`src/rtl/seg7_pkg.sv`:
```
// Shared glyph constants and BCD-to-segment helper for the seg7 scan driver.
// Glyphs are positive logic: bit0 = segment a .. bit6 = segment g.
package seg7_pkg;

   localparam int unsigned DIGIT_W = 4;
   localparam int unsigned SEG_W   = 7;

   localparam logic [SEG_W-1:0] GLYPH_0     = 7'h3F;
   localparam logic [SEG_W-1:0] GLYPH_1     = 7'h06;
   localparam logic [SEG_W-1:0] GLYPH_2     = 7'h5B;
   localparam logic [SEG_W-1:0] GLYPH_3     = 7'h4F;
   localparam logic [SEG_W-1:0] GLYPH_4     = 7'h66;
   localparam logic [SEG_W-1:0] GLYPH_5     = 7'h6D;
   localparam logic [SEG_W-1:0] GLYPH_6     = 7'h7D;
   localparam logic [SEG_W-1:0] GLYPH_7     = 7'h07;
   localparam logic [SEG_W-1:0] GLYPH_8     = 7'h7F;
   localparam logic [SEG_W-1:0] GLYPH_9     = 7'h6F;
   localparam logic [SEG_W-1:0] GLYPH_E     = 7'h79;
   localparam logic [SEG_W-1:0] GLYPH_DASH  = 7'h40;
   localparam logic [SEG_W-1:0] GLYPH_BLANK = 7'h00;

   // Non-BCD codes (10..15) render as a dash.
   function automatic logic [SEG_W-1:0] bcd_to_glyph(input logic [DIGIT_W-1:0] d);
      logic [SEG_W-1:0] g;
      case (d)
         4'd0:    g = GLYPH_0;
         4'd1:    g = GLYPH_1;
         4'd2:    g = GLYPH_2;
         4'd3:    g = GLYPH_3;
         4'd4:    g = GLYPH_4;
         4'd5:    g = GLYPH_5;
         4'd6:    g = GLYPH_6;
         4'd7:    g = GLYPH_7;
         4'd8:    g = GLYPH_8;
         4'd9:    g = GLYPH_9;
         default: g = GLYPH_DASH;
      endcase
      return g;
   endfunction

endpackage

```
`src/rtl/seg7_glyph_rom.sv`:
```
// Combinational glyph lookup: error glyph, then dash for non-BCD, then blank, then BCD glyph.
module seg7_glyph_rom
   import seg7_pkg::*;
(
   input  logic [DIGIT_W-1:0] digit,
   input  logic               err,
   input  logic               blank,
   output logic [SEG_W-1:0]   glyph_c
);

   always_comb begin
      glyph_c = GLYPH_BLANK;
      if (err) begin
         glyph_c = GLYPH_E;
      end else if (digit > 4'd9) begin
         glyph_c = GLYPH_DASH;
      end else if (blank) begin
         glyph_c = GLYPH_BLANK;
      end else begin
         glyph_c = bcd_to_glyph(digit);
      end
   end

endmodule

```
`src/rtl/seg7_scan_driver.sv`:
```
// Time-multiplexed NUM_DIGITS x 7-segment driver with a one-cycle dark guard slot per digit.
// Optional leading-zero blanking is enabled by defining SEG7_LZB_EN.
module seg7_scan_driver
   import seg7_pkg::*;
#(
   parameter int unsigned NUM_DIGITS     = 4,
   parameter int unsigned SCAN_DIV       = 50000,
   parameter int unsigned ACTIVE_LOW_SEG = 1,
   parameter int unsigned ACTIVE_LOW_AN  = 1
)(
   input  logic                          clk,
   input  logic                          rst_n,
   input  logic [DIGIT_W*NUM_DIGITS-1:0] bcd_in,
   input  logic                          load,
   input  logic                          err,
   output logic [SEG_W-1:0]              seg_out,
   output logic [NUM_DIGITS-1:0]         an_out
);

   localparam int unsigned IDX_W  = (NUM_DIGITS > 1) ? $clog2(NUM_DIGITS) : 1;
   localparam int unsigned PRE_W  = $clog2(SCAN_DIV);
   localparam int unsigned HOLD_W = DIGIT_W * NUM_DIGITS;

   localparam logic [PRE_W-1:0]      PRE_LAST = PRE_W'(SCAN_DIV - 1);
   localparam logic [IDX_W-1:0]      IDX_LAST = IDX_W'(NUM_DIGITS - 1);
   localparam logic [SEG_W-1:0]      SEG_OFF  = (ACTIVE_LOW_SEG != 0) ? {SEG_W{1'b1}} : {SEG_W{1'b0}};
   localparam logic [NUM_DIGITS-1:0] AN_OFF   = (ACTIVE_LOW_AN != 0) ? {NUM_DIGITS{1'b1}} : {NUM_DIGITS{1'b0}};

   logic [HOLD_W-1:0]     hold;
   logic [PRE_W-1:0]      presc;
   logic [IDX_W-1:0]      idx;

   logic                  term_c;
   logic [DIGIT_W-1:0]    cur_digit_c;
   logic                  cur_blank_c;
   logic [NUM_DIGITS-1:0] blank_vec_c;
   logic [NUM_DIGITS-1:0] onehot_c;
   logic [SEG_W-1:0]      glyph_c;
   logic [SEG_W-1:0]      seg_lit_c;
   logic [NUM_DIGITS-1:0] an_lit_c;

   // Digit hold register
   always_ff @(posedge clk or negedge rst_n) begin
      if (!rst_n) begin
         hold <= '0;
      end else if (load) begin
         hold <= bcd_in;
      end
   end

   assign term_c = (presc == PRE_LAST);

   // Prescaler, digit index and registered display outputs
   always_ff @(posedge clk or negedge rst_n) begin
      if (!rst_n) begin
         presc   <= '0;
         idx     <= '0;
         seg_out <= SEG_OFF;
         an_out  <= AN_OFF;
      end else if (term_c) begin
         presc   <= '0;
         idx     <= (idx == IDX_LAST) ? '0 : idx + IDX_W'(1);
         seg_out <= SEG_OFF;
         an_out  <= AN_OFF;
      end else begin
         presc   <= presc + PRE_W'(1);
         seg_out <= seg_lit_c;
         an_out  <= an_lit_c;
      end
   end

`ifdef SEG7_LZB_EN
   // Digit k>0 blanks while it and every digit above it are zero; digit 0 never blanks.
   always_comb begin
      logic zero_run;
      zero_run    = 1'b1;
      blank_vec_c = '0;
      for (int k = NUM_DIGITS - 1; k >= 1; k--) begin
         zero_run       = zero_run & (hold[k*DIGIT_W +: DIGIT_W] == 4'd0);
         blank_vec_c[k] = zero_run;
      end
   end
`else
   assign blank_vec_c = '0;
`endif

   // Select the scanned digit and its enable without indexing by idx directly
   always_comb begin
      cur_digit_c = '0;
      cur_blank_c = 1'b0;
      onehot_c    = '0;
      for (int k = 0; k < NUM_DIGITS; k++) begin
         if (idx == IDX_W'(k)) begin
            cur_digit_c = hold[k*DIGIT_W +: DIGIT_W];
            cur_blank_c = blank_vec_c[k];
            onehot_c[k] = 1'b1;
         end
      end
   end

   seg7_glyph_rom u_rom (
      .digit   (cur_digit_c),
      .err     (err),
      .blank   (cur_blank_c),
      .glyph_c (glyph_c)
   );

   assign seg_lit_c = (ACTIVE_LOW_SEG != 0) ? ~glyph_c : glyph_c;
   assign an_lit_c  = (ACTIVE_LOW_AN != 0) ? ~onehot_c : onehot_c;

endmodule

```
`config.mk`:
```
export PLATFORM = sky130hd
export DESIGN_NAME = seg7_scan_driver
export DESIGN_NICKNAME = d
export VERILOG_FILES = /design/src/rtl/seg7_pkg.sv /design/src/rtl/seg7_glyph_rom.sv /design/src/rtl/seg7_scan_driver.sv
export SDC_FILE = /design/constraint.sdc
export NUM_CORES = 1
export LEC_CHECK = 0
export ABC_AREA = 1
export CAP_MARGIN = 0
export CORE_MARGIN = 10
export CORE_UTILIZATION = 58
export DETAILED_ROUTE_END_ITERATION = 16
export PLACE_DENSITY = 0.81
export SYNTH_ARGS = -nofsm -noshare
export SYNTH_HDL_FRONTEND = slang
export SYNTH_SLANG_ARGS = --single-unit
```
`constraint.sdc`:
```
create_clock -name clk -period 4.2 [get_ports clk]
set_input_delay 0.84 -clock clk [delete_from_list [all_inputs] [get_ports clk]]
set_output_delay 0.84 -clock clk [all_outputs]
set_load 0.05 [all_outputs]
```
==> qor.yml, run 1 <==
power_and_ir_drop:
  p_per_area_nw_per_um2: 351
  p_clk_share_pct: 36.0
  seqPwrFrac_pct: 49.8
  ir_drop_uv: 259
  p_leak_nw: 1.29
  p_total_uw: 946
  netSwitchingFraction_pct: 25.0
  power_frac_comb_pct: 14.2
  p_int_uw: 709
  net-switching-power_uw: 237
cells_and_area:
  stdcell_count: 331
  antenna_cells: 0
  syn2layout_area_growth_pct: 19.4
  final_util_pct: 72.6
  design_area_um2: 2700
  num-nets-final: 312
  drive_above_1_share_pct: 15.9
clocking:
  cts_root_buf: "clkbuf_8"
  cts_buffers: 5
  cts.sinks: 45
  clk_latency_ps: 300
  clock_path_buffers: 2
  post_cts_buffers: 0
  hold_buffers: 0
  clk_pin_slew_ps: 90
  cts_tree: "built"
  htreeDepth: 2
  cts_resized: 0
critical_path:
  crit_slowest_cell: "clkdlybuf4s50_1"
  critPathMaxStageDelay_ps: 790
  worst_setup_path_end_kind: "output pin"
  crit_chain: "clkdlybuf4s50_1"
  path_delay_family: "buffers and inverters"
  required_ps: 3360
  critPathArrivalTime_ps: 1630
  worstSetupPathType: "reg2out"
  critical_path_buf_inv_count: 1
  critPathMaxFanout: 1
  cp-start-kind: "flip-flop"
sta:
  skew_ps: 5.14
  rsz0062_at_grt: "false"
  worst_slew_pin_slew_ps: 958
  fin_setup_tns_ps: 0
  slew_headroom_pct: 36.2
  fmaxAchievable_ghz: 0.404
  hold_viol_final: 0
  finalMaxSlewViolations: 0
  report.final.setup_viol: 0
  fin_crit_ps: 2470
  fin_crit_sh_pct: 58.9
detailed_routing:
  drtPass1Iterations: 4
  drt_iter0_markers: 58
  vias: 1746
  finalWirelength_um: 4410
  drc: 0
  viasPerCell: 5.27
  wl_per_cell_um: 13.3
  antenna_left: 0
logic_synthesis:
  synth_nets: 280
  synth_seq_cells: 45
  syn_area_um2: 2260
  synth-adder-area-share_pct: 5.54
  ys_async_sr_fraction_pct: 100
  synth_top_family_by_area: "simple AND/OR/NAND/NOR gates"
  synth_common_cells: "nand2_1 (53), dfrtp_1 (34), inv_1 (31)"
  post_synth_num_cell_types: 30
  synth_ff_type: "dfrtp_1"
  yosysSeqAreaShare_pct: 50.4
  synthTopCellsByArea: "dfrtp_1 (38%), dfstp_2 (13%), nand2_1 (8.8%), ha_1 (5.5%), mux2_2 (5.5%)"
  syn_area_per_cell_um2: 9.04
  synth_top_cell_by_area: "dfrtp_1"
  synth-simple-area-share_pct: 21.7
  synthXorXnorAreaFrac_pct: 2.33
  synth.area.mux_share_pct: 5.48
  syn-instance-count: 250
  synth.top_cell.area_share_pct: 37.7
  synth_most_common_cell: "nand2_1"
  synth_edf_count: 0
  synth-compound-area-share_pct: 7.14
  ys.warnings.count: 0
placement:
  place_area_um2: 2580
  gp_congestion: 0.825
  dp_cells: 323
  dp_hpwl_um: 3360
  port_buffers: 30
global_route:
  grt_overflow: 0
  grt_usage_pct: 14.5
  grt_max_degree: 46
  grt_pass1_wl_um: 7730
  antenna_found_initial: 0
  grt_pass1_vias: 1799
floorplanning:
  initial_utilization_pct: 60.8
  core_um2: 3720
  ios: 31
  die_area_um2: 6790
  num_rows: 22
  die_w_um: 82.4
  die_h_um: 82.4
min_path:
  hp-class: "reg2reg"
job:
  drv_cap: 0
outcome:
  status: "complete, no violations"
-- per-stage QoR --
step	hold slack, ps	setup WS (ps)
4_1_cts	474	1710
5_1_grt	500	1690
2_1_floorplan	430	2410
3_3_place_gp	455	1870
6_report	469	1730
3_5_place_dp	462	1850
-- cell usage in the layout (no fill, tap or decap), types with 3 or more instances in the layout --
master / instances
nand2_1: 53
inv_1: 31
o21ai_0: 10
nand3_1: 17
xor2_1: 5
clkdlybuf4s50_1: 29
nand4_1: 3
o21ai_1: 3
dfrtp_1: 34
clkbuf_8: 6
nor2_1: 19
a21oi_1: 13
dfstp_2: 11
inv_2: 4
nor3_1: 4
ha_1: 10
mux2_2: 11
-- cells by family (layout without fill, tap and decap cells) --
family                     after synthesis  in the layout
buffers and inverters                   40             73
AOI/OAI and AO/OA                       30             30
adders and majority gates               10             10
DFF                                     45             45
and+or+nand+nor                        108            108
xor gates and xnor gates                 6              6
muxes                                   11             11
-- power groups by stage --
| stage | logic [mW] | clock network, mW | registers [mW] |
|---|---|---|---|
| floorplan | 0.0536 | 0 | 0.507 |
| global placement | 0.133 | 0 | 0.478 |
| detailed placement | 0.136 | 0 | 0.479 |
| CTS | 0.137 | 0.350 | 0.471 |
| global route | 0.149 | 0.368 | 0.473 |
| finish | 0.135 | 0.341 | 0.471 |
-- layer usage --
layer  wire [um]  part of all wire [%]  track usage [%]
met5           0                     0                0
met3         140                   3.2             3.89
met2        2440                    55             27.3
met4          55                   1.2             4.93
met1        1770                    40             15.0
-- path summary, 6_finish.rpt --
path / slack, ps / cells past startpoint / start / to
max: 1730 / 1 / an_out[0]$_DFF_PN1_ / an_out[0]
min: 470 / 1 / presc[0]$_DFF_PN0_ / presc[0]$_DFF_PN0_
max reg2reg: 2060 / 12 / idx[0]$_DFFE_PN0N_ / seg_out[0]$_DFF_PN1_
min reg2reg: 470 / 1 / presc[0]$_DFF_PN0_ / presc[0]$_DFF_PN0_
max in group asynchronous: 2920 / 1 / rst_n / hold[3]$_DFFE_PN0P_
min in group asynchronous: 670 / 1 / rst_n / presc[10]$_DFF_PN0_
-- flip-flops by register name, indices dropped and copies added (netlist names) --
| name | cells |
|---|---|
| idx | 2 |
| presc | 16 |
| hold | 16 |
| seg_out | 7 |
| an_out | 4 |
-- final cells by class --
type,instances,area [um^2]
multi-input combinational,165,952
tap,48,60.1
timing repair buffer,30,295
inverter,35,131
clock inverter,2,37.5
fill,297,1020
clock buffer,6,82.6
sequential,45,1140
Power figures use the tool's default switching activity.
==> run 2, diff against run 1 <==
Settings changed: CORE_UTILIZATION 58 to 49, PLACE_DENSITY 0.81 to 0.72.
Clock period 4.2 ns to 2.2 ns, I/O delays scaled along.
==> run 2 against run 1 <==
Total power up 79%; combinational power rose by 97%; critical path depth did not move; count of clock-buffer cells in the layout is the same; setup slack got worse by 1600 ps; sequential cell count unchanged; sequential power grew 91%; first-iteration DRC count decreased by 29%; cell count increased by 3.0%; clock skew up 0.59 ps; wire length fell by 3.2%; largest cell class unchanged; largest power group unchanged.
==> qor.yml, run 2 (synthesized netlist as in run 1, its figures left out) <==
sta:
  rsz0062_at_grt: "false"
  finalMaxSlewViolations: 0
  fmaxAchievable_ghz: 0.485
  hold_viol_final: 0
  fin_crit_sh_pct: 93.7
  slew_headroom_pct: 65.6
  skew_ps: 5.74
  worst_slew_pin_slew_ps: 515
  fin_crit_ps: 2060
  report.final.setup_viol: 0
  fin_setup_tns_ps: 0
critical_path:
  worst_setup_path_end_kind: "output pin"
  path_delay_family: "buffers and inverters"
  r2r_slack_ps: 170
  cp-start-kind: "flip-flop"
  critical_path_buf_inv_count: 1
  r2r-start: "idx[0]$_DFFE_PN0N_"
  required_ps: 1760
  critPathArrivalTime_ps: 1620
  critPathMaxStageDelay_ps: 800
  r2r_end: "seg_out[3]$_DFF_PN1_"
  critPathMaxFanout: 1
  crit_chain: "clkdlybuf4s50_1"
  cp-startpoint: "seg_out[4]$_DFF_PN1_"
  reg2reg_depth: 12
  worstSetupPathType: "reg2out"
  crit_slowest_cell: "clkdlybuf4s50_1"
clocking:
  cts_root_buf: "clkbuf_8"
  clk_latency_ps: 290
  clock_path_buffers: 2
  clk_pin_slew_ps: 80
  cts_buffers: 5
  cts_tree: "built"
  htreeDepth: 2
  cts.sinks: 45
detailed_routing:
  vias: 1708
  drc: 0
  drtPass1Iterations: 4
  drt_iter0_markers: 41
  wl_per_cell_um: 12.5
  viasPerCell: 5.01
  finalWirelength_um: 4270
  antenna_left: 0
placement:
  port_buffers: 30
  dp_cells: 331
  dp_hpwl_um: 3390
  gp_congestion: 0.826
job:
  drv_cap: 0
cells_and_area:
  drive_above_1_share_pct: 19.0
  reg_top3: "hold: 16 flops, presc: 16 flops, seg_out: 7 flops"
  stdcell_count: 341
  num-nets-final: 318
  final_util_pct: 62.4
  syn2layout_area_growth_pct: 21.8
  antenna_cells: 0
  mostFrequentLayoutCells: "nand2_1 (53), dfrtp_1 (34), inv_1 (30), clkdlybuf4s50_1 (29), nor2_1 (19)"
  layout.cells.most_common: "nand2_1"
floorplanning:
  num_rows: 24
  initial_utilization_pct: 51.2
  die_area_um2: 7730
  die_h_um: 87.9
  core_um2: 4410
  ios: 31
  die_w_um: 87.9
outcome:
  status: "complete, no violations"
min_path:
  hp-class: "in2async"
global_route:
  grt_overflow: 0
  grt_pass1_vias: 1815
  antenna_found_initial: 0
  grt_max_degree: 18
  grt_usage_pct: 12.2
  grt_pass1_wl_um: 7670
power_and_ir_drop:
  p_per_area_nw_per_um2: 614
  ir_drop_uv: 508
  p_leak_nw: 1.31
  p_total_mw: 1.69
run 2: cell types whose count changed in the layout (fill, tap and decap cells not counted):
| cell | change |
|---|---|
| clkinv_4 | +1 |
| ha_1 | -3 |
| inv_2 | +1 |
| bufinv_16 | -1 |
| ha_2 | +1 |
| ha_4 | +2 |
| buf_4 | +6 |
| inv_1 | -1 |
| clkinvlp_4 | -1 |
| clkinv_2 | +1 |
run 2: metrics by stage:
step	setup WS, ps	hold WS (ps)	instance area, um^2
5_1_grt	8.69	47.5	2750
4_1_cts	115	39.6	2710
6_report	139	45.2	2750
3_5_place_dp	179	373	2610
2_1_floorplan	414	144	2260
3_3_place_gp	237	374	2610
run 2: how the worst max path moves through the flow:
stage                                end  slack, ps  cells past startpoint
detailed placement  seg_out[5]$_DFF_PN1_        180                     13
finish                        seg_out[4]        140                      1
global route        seg_out[3]$_DFF_PN1_          9                     13
global placement    seg_out[3]$_DFF_PN1_        240                     13
CTS                           seg_out[6]        110                      1
floorplan           seg_out[0]$_DFF_PN1_        410                     13
run 2: power breakdown:
group | switching, mW | internal [mW] | leakage [nW]
Combinational | 0.153 | 0.113 | 0.718
Sequential | 0.0169 | 0.881 | 0.542
Clock | 0.272 | 0.255 | 0.0512
run 2: cell type report:
class                           count  area (um^2)
Inverter                           35          131
Sequential cell                    45         1140
Fill cell                         371         1660
Timing Repair Buffer               36          340
Multi-Input combinational cell    165          980
Tap cell                           52         65.1
Clock buffer                        6         82.6
Clock inverter                      2         13.8
run 2: repair_timing:
item	4_1_cts	5_1_grt
resized for setup	0	6
buffers inserted	0	2
hold buffers	0	0
setup endpoints to repair	0	5
run 2: metal layers:
metal	GRT usage, %	vias to the layer above	wire length (um)
met3	3.34	6	170
li1	-	869	-
met5	0	-	0
met1	13.6	807	1800
met4	5.07	0	59
met2	21.2	26	2240
